<file path="src/rtl/mem_preloader.sv">
// ---------------------------------------------------------------------------
// mem_preloader
//   Accepts a stream of host beats and writes each word pair into the core's
//   instruction or data memory through the core debug-write ports. The core
//   is held in reset for the whole load. After the beat flagged last, the
//   block flushes, holds core_reset for RST_CYCLES more cycles, and then
//   releases the core for good (RUN is left only by reset).
//
// Parameters
//   HOLD_CYCLES  1..15  cycles each word is presented with enable_debug high
//   RST_CYCLES   1..15  cycles core_reset stays high after the flush
//
// Build option
//   PRELOADER_ADDR_CHECK_EN  adds addr_err. It is a sticky flag, set when an
//                            accepted address does not increase for its
//                            target. A flagged load parks in FLUSH and never
//                            releases the core.
//
// Ports
//   clk, reset                     clock, asynchronous active-low reset
//   in_valid/in_ready              host beat handshake
//   in_target/in_addr/in_data1/2   beat payload (0 = inst mem, 1 = data mem)
//   in_last                        final beat of the image
//   enable_debug                   debug-write enable, high only in HOLD
//   debug_inst_addr/_data1/_data2  instruction-memory init bus
//   DebugAddress/DebugData1/2      data-memory init bus
//   core_reset                     active-high core reset, low only in RUN
//   done                           core released (RUN)
//   word_count                     beats accepted, saturates at 1023
//   addr_err                       (PRELOADER_ADDR_CHECK_EN only)
//   o_dbg_state                    current FSM state, for observation
//
// Handshake: a beat transfers on a rising clk edge where in_valid and
// in_ready are both high. in_ready depends only on the registered state,
// never on in_valid. The host may hold in_valid and its payload for as long
// as it likes; nothing is taken while in_ready is low.
// ---------------------------------------------------------------------------
module mem_preloader #(
   parameter int unsigned HOLD_CYCLES = 1,
   parameter int unsigned RST_CYCLES  = 2
) (
   input  logic        clk,
   input  logic        reset,
   input  logic        in_valid,
   output logic        in_ready,
   input  logic        in_target,
   input  logic [8:0]  in_addr,
   input  logic [31:0] in_data1,
   input  logic [31:0] in_data2,
   input  logic        in_last,
   output logic        enable_debug,
   output logic [8:0]  debug_inst_addr,
   output logic [31:0] debug_inst_data1,
   output logic [31:0] debug_inst_data2,
   output logic [8:0]  DebugAddress,
   output logic [31:0] DebugData1,
   output logic [31:0] DebugData2,
   output logic        core_reset,
   output logic        done,
   output logic [9:0]  word_count,
`ifdef PRELOADER_ADDR_CHECK_EN
   output logic        addr_err,
`endif
   output logic [2:0]  o_dbg_state
);

   typedef enum logic [2:0] {
      S_IDLE     = 3'd0,
      S_HOLD     = 3'd1,
      S_FLUSH    = 3'd2,
      S_CORE_RST = 3'd3,
      S_RUN      = 3'd4
   } state_t;

   localparam logic [3:0] HOLD_LAST = 4'(HOLD_CYCLES - 1);
   localparam logic [3:0] RST_LAST  = 4'(RST_CYCLES - 1);
   localparam logic [9:0] WC_MAX    = 10'd1023;

   state_t      r_state;
   state_t      w_next;
   logic [3:0]  r_cnt;
   logic        r_last;
   logic        w_accept;
   logic        w_err;

   logic [8:0]  r_inst_addr;
   logic [31:0] r_inst_data1;
   logic [31:0] r_inst_data2;
   logic [8:0]  r_data_addr;
   logic [31:0] r_data_data1;
   logic [31:0] r_data_data2;
   logic [9:0]  r_word_count;

   assign w_accept = (r_state == S_IDLE) && in_valid;

`ifdef PRELOADER_ADDR_CHECK_EN
   logic [8:0] r_prev_inst;
   logic [8:0] r_prev_data;
   logic       r_seen_inst;
   logic       r_seen_data;
   logic       r_addr_err;
   logic       w_order_bad;

   // The first beat for a target has no predecessor, so it can never be out of order.
   assign w_order_bad = in_target ? (r_seen_data && (in_addr <= r_prev_data))
                                  : (r_seen_inst && (in_addr <= r_prev_inst));

   always_ff @(posedge clk or negedge reset) begin
      if (!reset) begin
         r_prev_inst <= '0;
         r_prev_data <= '0;
         r_seen_inst <= 1'b0;
         r_seen_data <= 1'b0;
         r_addr_err  <= 1'b0;
      end else if (w_accept) begin
         if (in_target) begin
            r_prev_data <= in_addr;
            r_seen_data <= 1'b1;
         end else begin
            r_prev_inst <= in_addr;
            r_seen_inst <= 1'b1;
         end
         if (w_order_bad) r_addr_err <= 1'b1;
      end
   end

   assign addr_err = r_addr_err;
   assign w_err    = r_addr_err;
`else
   assign w_err = 1'b0;
`endif

   // State register and the shared HOLD / CORE_RST cycle counter. The counter
   // restarts on every state change, so each HOLD begins counting from zero.
   always_ff @(posedge clk or negedge reset) begin
      if (!reset) begin
         r_state <= S_IDLE;
         r_cnt   <= '0;
      end else begin
         r_state <= w_next;
         if (w_next != r_state)
            r_cnt <= '0;
         else if ((r_state == S_HOLD) || (r_state == S_CORE_RST))
            r_cnt <= r_cnt + 4'd1;
      end
   end

   always_comb begin
      w_next       = r_state;
      in_ready     = 1'b0;
      enable_debug = 1'b0;
      core_reset   = 1'b1;
      done         = 1'b0;
      case (r_state)
         S_IDLE: begin
            in_ready = 1'b1;
            if (in_valid) w_next = S_HOLD;
         end
         S_HOLD: begin
            enable_debug = 1'b1;
            if (r_cnt == HOLD_LAST) w_next = r_last ? S_FLUSH : S_IDLE;
         end
         S_FLUSH: begin
            // An address-order error parks the block here with the core held in reset.
            if (!w_err) w_next = S_CORE_RST;
         end
         S_CORE_RST: begin
            if (r_cnt == RST_LAST) w_next = S_RUN;
         end
         S_RUN: begin
            core_reset = 1'b0;
            done       = 1'b1;
         end
         default: w_next = S_IDLE;
      endcase
   end

   // Payload registers. They load only on accept, so each bus holds its value
   // through HOLD and keeps it while the other target is being written.
   always_ff @(posedge clk or negedge reset) begin
      if (!reset) begin
         r_last       <= 1'b0;
         r_inst_addr  <= '0;
         r_inst_data1 <= '0;
         r_inst_data2 <= '0;
         r_data_addr  <= '0;
         r_data_data1 <= '0;
         r_data_data2 <= '0;
         r_word_count <= '0;
      end else if (w_accept) begin
         r_last <= in_last;
         if (in_target) begin
            r_data_addr  <= in_addr;
            r_data_data1 <= in_data1;
            r_data_data2 <= in_data2;
         end else begin
            r_inst_addr  <= in_addr;
            r_inst_data1 <= in_data1;
            r_inst_data2 <= in_data2;
         end
         if (r_word_count != WC_MAX) r_word_count <= r_word_count + 10'd1;
      end
   end

   assign debug_inst_addr  = r_inst_addr;
   assign debug_inst_data1 = r_inst_data1;
   assign debug_inst_data2 = r_inst_data2;
   assign DebugAddress     = r_data_addr;
   assign DebugData1       = r_data_data1;
   assign DebugData2       = r_data_data2;
   assign word_count       = r_word_count;
   assign o_dbg_state      = r_state;

endmodule

</file>
<file path="config.mk">
export PLATFORM = sky130hd
export DESIGN_NAME = mem_preloader
export DESIGN_NICKNAME = d
export VERILOG_FILES = /design/src/rtl/mem_preloader.sv
export SDC_FILE = /design/constraint.sdc
export NUM_CORES = 1
export LEC_CHECK = 0
export BUFFER_PORTS_ARGS = -buffer_cell sky130_fd_sc_hd__buf_4
export CORE_UTILIZATION = 45
export CTS_CLUSTER_SIZE = 40
export DETAILED_ROUTE_END_ITERATION = 6
export PLACE_DENSITY = 0.8
export SLEW_MARGIN = 5
export SYNTH_ARGS = -nofsm -noshare
export SYNTH_HDL_FRONTEND = slang
export SYNTH_SLANG_ARGS = --single-unit
</file>
<file path="constraint.sdc">
create_clock -name clk -period 3 [get_ports clk]
set_input_delay 0.3 -clock clk [delete_from_list [all_inputs] [get_ports clk]]
set_output_delay 0.3 -clock clk [all_outputs]
set_load 0.05 [all_outputs]
</file>
=== Word level (Yosys, flattened, before mapping) ===
Index checks and enable logic that the tools add are counted.

* Register bits: 164
* Logic and storage cells: 39

* $add $sub $neg: 2
* Equality and inequality tests: 7
* Mux-type cells: 11
* Bitwise gates (word level): 1
* Reductions and logical operators: 8

{| class="wikitable"
|+ Operator list
! kind !! number
|-
| $pmux 3 s5 || 1
|-
| $add 10x1->10 const B || 1
|-
| $ne 10x10->1 const B || 1
|-
| $mux 3 || 3
|-
| $mux 4 || 2
|-
| $eq 3x2->1 const B || 2
|-
| $reduce_and 2->1 || 3
|-
| $add 4x1->4 const B || 1
|-
| $eq 4x1->1 const B || 1
|-
| $logic_not 4->1 || 1
|-
| $mux 1 || 4
|-
| $eq 3x1->1 const B || 1
|-
| $eq 3x3->1 const B || 1
|-
| $logic_not 3->1 || 1
|-
| $ne 3x3->1 || 1
|-
| $mux 2 || 1
|-
| $reduce_bool 2->1 || 1
|-
| $logic_and 1x1->1 || 1
|-
| $logic_or 1x1->1 || 1
|-
| $not 1->1 || 1
|}

=== Longest topological paths before layout ===
Gate-level depths: netlist of run 1.

* Depth after elaboration: 5
* Gate-level depth with buffers: 6
* Depth with buffers taken out: 6

=== Worst setup path after synthesis of run 1 ===
No wires, ideal clock.

* Path kind: reg-to-reg
* From: register r_state[0], in the netlist o_dbg_state[0]
* To: register r_cnt[0]
* Arrival: 2.589 ns
* Required time: 2.928 ns
* Path slack: 0.339 ns
* Stages on the path, launching flop included: 5
* Buffers on the path: 0
* Period minus slack after synthesis: 2.661 ns
* Path through: dfrtp_1 -> nor3b_1 -> a32o_1 -> a32oi_1 -> nor2_1

* Word-level cells in the longest chain between the ends: 4
* Elaborated cells on any way between the ends: 13
* Classes of those cells: eq/ne: 5; mux: 5; reduce/logical: 3

{| class="wikitable"
|+ Ends and longest elaborated chain
! item !! line !! source
|-
| start, declared || 79 || <nowiki>state_t r_state;</nowiki>
|-
| start signal, assigned || 140 || <nowiki>r_state <= w_next;</nowiki>
|-
| $eq 3x3->1 (tied with other cells) || 154 || <nowiki>case (r_state)</nowiki>
|-
| $pmux 3 s5 || 154 ||
|-
| $ne 3x3->1 || 141 || <nowiki>if (w_next != r_state)</nowiki>
|-
| $mux 4 or $reduce_bool 2->1 (tied branches) || -- ||
|-
| end signal, assigned || 144 || <nowiki>r_cnt <= r_cnt + 4'd1;</nowiki>
|-
| end, declared || 81 || <nowiki>logic [3:0] r_cnt;</nowiki>
|}

Parallel ways exist; a longest one is shown, timed or not.
A chain may end at the register's enable or synchronous reset.

=== Worst setup path in the final report of run 1 ===
* From: register r_state[1], in the netlist o_dbg_state[1]
* To: register r_inst_data2[9], in the netlist debug_inst_data2[9]

* Word-level cells in the longest chain between the ends: 3

{| class="wikitable"
|+ Ends and longest elaborated chain
! item !! line !! source
|-
| $logic_not 3->1 || 94 || <nowiki>assign w_accept = (r_state == S_IDLE) && in_valid;</nowiki>
|-
| $logic_and 1x1->1 || 94 ||
|-
| $reduce_and 2->1 (no line) || -- ||
|-
| end signal, assigned || 199 || <nowiki>r_inst_data2 <= in_data2;</nowiki>
|-
| end, declared || 88 || <nowiki>logic [31:0] r_inst_data2;</nowiki>
|}

No other way between the ends.

==> impl_metrics.tcl, run 1 <==
set metrics [dict create \
    status "complete, no violations" \
    drtIter0Drc 162 \
    nNetsFinal 732 \
    wl_um 14400 \
    endpoint_kind "flip-flop" \
    cts_sinks 164 \
    synth_nets 483 \
    slowest_stage "or4b_1" \
    slew_headroom 0.526 \
    synth_top_cells_by_area "dfrtp_1 (64%), mux2_2 (25%), buf_6 (1.2%)" \
    core_area_mm2 0.0139 \
    cpPeakStageDelay_ns 0.74 \
    die_w_um 121 \
    finalHoldViolCount 0 \
    synthToLayoutAreaGrowth_pct 40.7 \
    crit_fanout 38 \
    cts_root_buffer "clkbuf_16" \
    insertion_delay_ns 0.41 \
    gp_congestion 0.764 \
    io_pins 241 \
    wl_per_cell_um 17.2 \
    worstMarginPinSlew_ns 0.712 \
    clk_pin_slew_ns 0.06 \
    worstPathArrival_ns 2.66 \
    synth_area_leader_cell "dfrtp_1" \
    synthCells 401 \
    slew_violations 0 \
    r2r_setup_slack_ns 0.63 \
    hold_path_startpoint "in_last" \
    die_y_um 121 \
    max_freq_ghz 0.422 \
    path_class "flip-flop to flip-flop" \
    design.die.area_mm2 0.0147 \
    grt_setup_unrepaired "false" \
    synth_area_mm2 0.00640 \
    multi_input_area_mm2 0.00217 \
    cp.required_ns 3.29 \
    crit_chain "or4b_1 > nor2_8 > buf_4 > mux2_2" \
    synth_edf_count 0 \
    antenna_found_initial 0 \
    grt_first_pass_wirelength_um 22800 \
    cts_tree "built" \
    drive_gt1_frac 0.637 \
    vias_per_cell 4.97 \
    cts-htree-levels 4 \
    cp-start-kind "flip-flop" \
    track_usage 0.204 \
    synth-main-ff-cell "dfrtp_1" \
    firstDrtPassIters 4 \
    diodes 0 \
    setup_violations 0 \
    min_to "r_last" \
    ys_types 32 \
    drt.antenna.violating_nets 0 \
    syn_area_per_cell_um2 16.0 \
    hp-class "input port to flip-flop" \
    via_count 4187 \
    rr_startpoint "o_dbg_state[1]" \
    ys_seq_elements 164 \
    post-route-min-period_ns 2.37 \
    cts_buffers 17 \
    synthTopCellsByCount "dfrtp_1 (164), mux2_2 (144), nand2_1 (14), nor2_1 (9)" \
    r2r-end "debug_inst_data2[9]" \
    register_area_mm2 0.00410 \
    rows 43 \
    fillers 1043 \
    dpl.hpwl_um 10400 \
    cts_resized 0 \
    crit_buf_inv 1 \
    route.detailed.drc 0 \
    start_util 0.461 \
    grt_pass1_vias 4516 \
    io_buffers 240 \
    synth_warnings 0 \
    skew_ns 0.00488 \
    cp-startpoint "o_dbg_state[1]" \
    grt-ovfl-total 0 \
    yosysSeqAreaShare 0.641 \
    finalCritPeriodShare 0.789 \
    grt_start_max_net_pins 78 \
    async_flop_share 1.00 \
    clockBufferDepth 2 \
    cp_top_family "simple AND/OR/NAND/NOR gates" \
    tns_ns 0 \
    hold_path_depth 3 \
    reg2regPathDepth 4 \
    synthMostInstantiatedCell "dfrtp_1" \
    netlist.area_leader.share 0.641 \
    drv_cap 0 \
]
==> per-stage QoR <==
stage / hold WS (ns) / cells / instance area, um^2 / setup WS [ns] / util
6_report: 0.0994 / 842 / 9000 / 0.633 / 0.649
3_5_place_dp: 0.384 / 810 / 8390 / 0.641 / 0.604
5_1_grt: 0.0841 / 842 / 9000 / 0.536 / 0.649
3_3_place_gp: 0.371 / 810 / 8390 / 0.690 / 0.604
2_1_floorplan: 0.00441 / 401 / 6400 / 0.339 / -
4_1_cts: 0.0835 / 842 / 9000 / 0.628 / 0.649
==> cell usage in the layout, fill, tap and decap left out, drive strengths merged, types with 2 or more instances in the layout <==
cell        n
nand2      14
nand4       7
and4        2
dfrtp     164
clkinv      3
buf       246
mux2      151
clkbuf     22
nor2       10
clkinvlp    2
xor2        3
nand3       4
bufinv      4
ha          4
inv         4
xnor2       5
nand2b      2
==> cell type report <==
class	count	share of cell area
flip-flops and latches	164	0.456
multi-input cells	216	0.241
repair buffers	247	0.209
clock buffers	22	0.0504
well taps	180	0.0250
clock inverters	9	0.0171
inverters	4	0.00167
==> kinds of logic (layout without fill, tap and decap cells) <==
logic type      count (synthesis)  count (layout)  share of synthesized area
buf+inv                        21             282                     0.0215
simple gates                   47              47                     0.0436
compound gates                  6               6                    0.00938
flops                         164             164                      0.641
mux                           151             151                      0.266
fa+ha+maj                       4               4                    0.00782
xor+xnor                        8               8                     0.0109
==> metal layers <==
| layer | vias to the layer above | global-route usage | part of all wire |
|---|---|---|---|
| met4 | 0 | 0.0779 | 0.022 |
| met3 | 24 | 0.0733 | 0.071 |
| li1 | 1923 | - | - |
| met2 | 149 | 0.351 | 0.52 |
| met5 | - | 0 | 0 |
| met1 | 2091 | 0.231 | 0.39 |
==> worst max-delay path by stage <==
stage,to,slack [ns],depth (start not counted)
2_1_floorplan,r_cnt[0],0.34,4
3_5_place_dp,debug_inst_data1[19],0.64,4
4_1_cts,debug_inst_data1[19],0.63,4
5_1_grt,debug_inst_data2[9],0.54,4
3_3_place_gp,debug_inst_data2[16],0.69,4
6_report,debug_inst_data2[9],0.63,4
==> registers in the layout (all words and copies together) (netlist names) <==
register / cells
o_dbg_state: 3
debug_inst_data1: 32
DebugAddress: 9
r_cnt: 4
DebugData2: 32
r_last: 1
word_count: 10
debug_inst_addr: 9
DebugData1: 32
debug_inst_data2: 32
==> tightest hold or removal path: cells and delay by family <==
family / cells / cell delay, ns
buffers and inverters: 1 / 0.08
and+or+nand+nor: 2 / 0.10
==> what timing repair did <==
item | CTS | global route
endpoints found under the hold margin | 74 | 0
hold buffers | 1 | 0
buffers inserted | 0 | 0
Power of run 1 is left out: the tool's default activity adds up to more than one toggle a clock period on the data nets, which glitch-free logic cannot reach.
==> run 2, diff against run 1 <==
Clock period 3 ns to 2.39 ns, I/O delays scaled along.
==> run 2 against run 1 <==
Critical path depth is the same; sequential share of layout area shrank 0.070 points; first-iteration DRC count shrank 14%; highest routed layer unchanged; setup slack lost 0.37 ns; design area grew 0.15%; clock-buffer cell count shrank 1; worst hold slack lost 0.072 ns.
==> impl_metrics.tcl, run 2 (same netlist as run 1, synthesis figures left out) <==
set metrics [dict create \
    clk_pin_slew_ns 0.06 \
    diodes 0 \
    cpPeakStageDelay_ns 0.69 \
    grt-ovfl-total 0 \
    cts_tree "built" \
    dpl.hpwl_um 10600 \
    start_util 0.461 \
    grt_first_pass_wirelength_um 22900 \
    wl_um 14700 \
    crit_path_end "debug_inst_data1[5]" \
    endpoint_kind "flip-flop" \
    cts_buffers 17 \
    slew_violations 0 \
    crit_chain "or4b_1 > nor2_8 > buf_12 > mux2_2" \
    rows 43 \
    drt.antenna.violating_nets 0 \
    insertion_delay_ns 0.41 \
    vias_per_cell 5.00 \
    io_pins 241 \
    cp.required_ns 2.68 \
    finalHoldViolCount 0 \
    dp_cells 812 \
    rr_startpoint "o_dbg_state[0]" \
    worstMarginPinSlew_ns 0.690 \
    design.die.area_mm2 0.0147 \
    fillers 1026 \
    cts_sinks 164 \
    path_class "flip-flop to flip-flop" \
    nNetsFinal 734 \
    cts_resized 0 \
    gp_congestion 0.771 \
    final_cells 844 \
    drive_gt1_frac 0.645 \
    core_area_mm2 0.0139 \
    firstDrtPassIters 4 \
    finalCritPeriodShare 0.891 \
    worstPathArrival_ns 2.42 \
    setup_violations 0 \
    synthToLayoutAreaGrowth_pct 40.9 \
    antenna_found_initial 0 \
    post-route-min-period_ns 2.13 \
    grt_setup_unrepaired "false" \
    r2r_setup_slack_ns 0.26 \
    status "complete, no violations" \
    track_usage 0.206 \
    drv_cap 0 \
    clockBufferDepth 2 \
    reg2regPathDepth 4 \
    via_count 4216 \
    mostFrequentLayoutCell "buf_4" \
    crit_fanout 42 \
    cts_root_buffer "clkbuf_16" \
    die_y_um 121 \
    cp-start-kind "flip-flop" \
    die_w_um 121 \
    r2r-end "debug_inst_data1[5]" \
    postLayoutCoreUtil 0.650 \
    layout_common_cells "buf_4 (243), dfrtp_1 (164), mux2_2 (144)" \
    grt_pass1_vias 4546 \
    wl_per_cell_um 17.4 \
    io_buffers 240 \
    slowest_stage "or4b_1" \
    slew_headroom 0.540 \
    max_freq_ghz 0.470 \
    cp-startpoint "o_dbg_state[0]" \
    drtIter0Drc 139 \
    skew_ns 0.00579 \
    cts-htree-levels 4 \
    grt_start_max_net_pins 74 \
    tns_ns 0 \
    route.detailed.drc 0 \
    hp-class "input port to flip-flop" \
]
## run 2: changes by cell type in the layout (fill, tap and decap cells not counted)
cell	previous run	this run
clkinv_2	2	6
bufinv_16	4	2
nor3b_2	0	1
clkbuf_1	4	1
nor3b_1	1	0
buf_12	2	4
clkinvlp_4	2	1
clkbuf_8	1	3
## run 2: layout make-up
cell class / instances / area (um^2) / share of cell area
multi-input combinational: 216 / 2170 / 0.241
inverter: 4 / 15.0 / 0.00166
clock inverter: 10 / 106 / 0.0118
tap: 180 / 225 / 0.0250
timing repair buffer: 249 / 1930 / 0.214
sequential: 164 / 4100 / 0.455
clock buffer: 21 / 470 / 0.0522
## run 2: through the flow
stage,hold WS [ns],cell area [um^2],setup slack (ns)
6_report,0.0274,9020,0.261
5_1_grt,0.0305,9020,0.197
4_1_cts,0.00594,9020,0.252
3_5_place_dp,0.314,8430,0.276
3_3_place_gp,0.299,8430,0.324
2_1_floorplan,-0.0566,6410,0.139
## run 2: worst min-delay path by stage
stage,startpoint,end,slack [ns],cells past startpoint
finish,in_last,r_last,0.03,3
global route,in_last,r_last,0.03,3
CTS,in_last,r_last,0.006,3
detailed placement,reset,debug_inst_data1[0],0.31,1
global placement,reset,DebugData1[0],0.30,1
floorplan,reset,DebugAddress[0],-0.06,0
## run 2: timing repair
action                    CTS  global route
hold endpoints to repair   71             0
setup buffers               0             0
hold buffers                1             0
## run 2: layer usage
layer,share of wire,up-vias,track usage
li1,-,1917,-
met1,0.38,2120,0.229
met2,0.52,147,0.355
met3,0.066,32,0.0691
met4,0.029,0,0.0957
met5,0,-,0
## run 2: worst max-delay path, delay by kind of cell, from the launching register on
kind                   cells  cell delay [ns]
buffers and inverters      1             0.25
multiplexers               1             0.38
AND/OR/NAND/NOR            2             0.88
flip-flops                 1             0.47
Power of run 2 is left out for the same reason.
==> run 3, diff against run 2 <==
Settings changed: CORE_ASPECT_RATIO set to 0.75.
==> run 3 against run 2 <==
Die area about the same; non-clock buffer count unchanged; worst hold slack improved by 0.021 ns; setup slack got worse by 0.053 ns; critical path type unchanged; highest routed layer unchanged.
==> impl_metrics.tcl, run 3 (same netlist as run 1, synthesis figures left out) <==
set metrics [dict create \
    status "complete, no violations" \
    crit_chain "or4b_1 > nor2_8 > buf_12 > mux2_2" \
    io_pins 241 \
    dpl.hpwl_um 10600 \
    insertion_delay_ns 0.42 \
    layout_common_cells "buf_4 (241), dfrtp_1 (164), mux2_2 (144)" \
    max_freq_ghz 0.458 \
    track_usage 0.208 \
    io_buffers 240 \
    grt_pass1_vias 4556 \
    drive_gt1_frac 0.642 \
    cp-start-kind "flip-flop" \
    hp-class "input port to flip-flop" \
    finalHoldViolCount 0 \
    mostFrequentLayoutCell "buf_4" \
    grt-ovfl-total 0 \
    cp.required_ns 2.69 \
    rows 37 \
    gp_congestion 0.818 \
    hold_path_depth 3 \
    clk_pin_slew_ns 0.06 \
    die_w_um 140 \
    path_class "flip-flop to flip-flop" \
    crit_buf_inv 1 \
    tns_ns 0 \
    firstDrtPassIters 4 \
    finalCritPeriodShare 0.913 \
    r2r-end "debug_inst_data2[25]" \
    cts_buffers 17 \
    skew_ns 0.0161 \
    post-route-min-period_ns 2.18 \
    dp_cells 807 \
    core_area_mm2 0.0138 \
    wl_per_cell_um 17.5 \
    worstPathArrival_ns 2.48 \
    cts_tree "built" \
    r2r_setup_slack_ns 0.21 \
    nNetsFinal 734 \
    grt_first_pass_wirelength_um 23400 \
    cts-htree-levels 4 \
    worstMarginPinSlew_ns 0.527 \
    cpPeakStageDelay_ns 0.71 \
    slew_violations 0 \
    drt.antenna.violating_nets 0 \
    design.die.area_mm2 0.0147 \
    synthToLayoutAreaGrowth_pct 40.8 \
    cp_top_family "simple AND/OR/NAND/NOR gates" \
    slowest_stage "or4b_1" \
    cts_sinks 164 \
    cts_root_buffer "clkbuf_16" \
    cts_resized 0 \
    final_cells 840 \
    via_count 4210 \
    grt_start_max_net_pins 76 \
    postLayoutCoreUtil 0.653 \
    diodes 0 \
    clockBufferDepth 2 \
    slew_headroom 0.648 \
    grt_setup_unrepaired "false" \
    crit_fanout 45 \
    route.detailed.drc 0 \
    vias_per_cell 5.01 \
    antenna_found_initial 0 \
    die_y_um 105 \
    drv_cap 0 \
    rr_startpoint "o_dbg_state[0]" \
    endpoint_kind "flip-flop" \
    setup_violations 0 \
    drtIter0Drc 114 \
    post_cts_buffers 0 \
    min_to "r_last" \
    reg2regPathDepth 4 \
    wl_um 14700 \
    hold_path_startpoint "in_last" \
    start_util 0.464 \
]
## run 3: stage by stage
stage                     setup slack, ns  area (um^2)  hold slack [ns]
after floorplan                     0.139         6410          -0.0566
after global placement              0.302         8450           0.0832
after detailed placement            0.213         8450           0.0888
after CTS                           0.205         9010           0.0299
after global routing                0.148         9010           0.0292
final                               0.208         9010           0.0483
## run 3: final cells by class
class | count | area (um^2)
flip-flops and latches | 164 | 4100
inverters | 4 | 15.0
repair buffers | 249 | 1950
clock buffers | 25 | 505
clock inverters | 7 | 45.0
multi-input cells | 216 | 2170
well taps | 175 | 219
fillers | 1002 | 4780
## run 3: how the worst max path moves through the flow
stage              startpoint                    to  slack [ns]  depth (start not counted)
6_report       o_dbg_state[0]  debug_inst_data2[25]        0.21                          4
5_1_grt        o_dbg_state[0]   debug_inst_data2[9]        0.15                          4
4_1_cts        o_dbg_state[0]   debug_inst_data2[9]        0.21                          4
3_5_place_dp   o_dbg_state[0]  debug_inst_data2[20]        0.21                          4
3_3_place_gp   o_dbg_state[0]  debug_inst_data2[28]        0.30                          4
2_1_floorplan  o_dbg_state[1]  debug_inst_data1[11]        0.14                          6
## run 3: routing by layer
layer | vias to the layer above | global-route usage | part of all wire | wire [um]
met5 | - | 0 | 0 | 0
met1 | 2102 | 0.250 | 0.41 | 5970
met4 | 0 | 0.0761 | 0.012 | 180
met3 | 13 | 0.0881 | 0.094 | 1390
met2 | 169 | 0.334 | 0.49 | 7200
li1 | 1926 | - | - | -
## run 3: repair_timing
action / CTS / global route
endpoints found under the hold margin: 79 / 0
endpoints found under the setup margin: 0 / 0
hold buffers: 1 / 0
## run 3: worst reg2reg max path, cell delays in order, from the launching register on
cell and delay, ns:
dfrtp_1 0.48, or4b_1 0.71, nor2_8 0.20, buf_12 0.27, mux2_2 0.41
Power of run 3 is left out for the same reason.
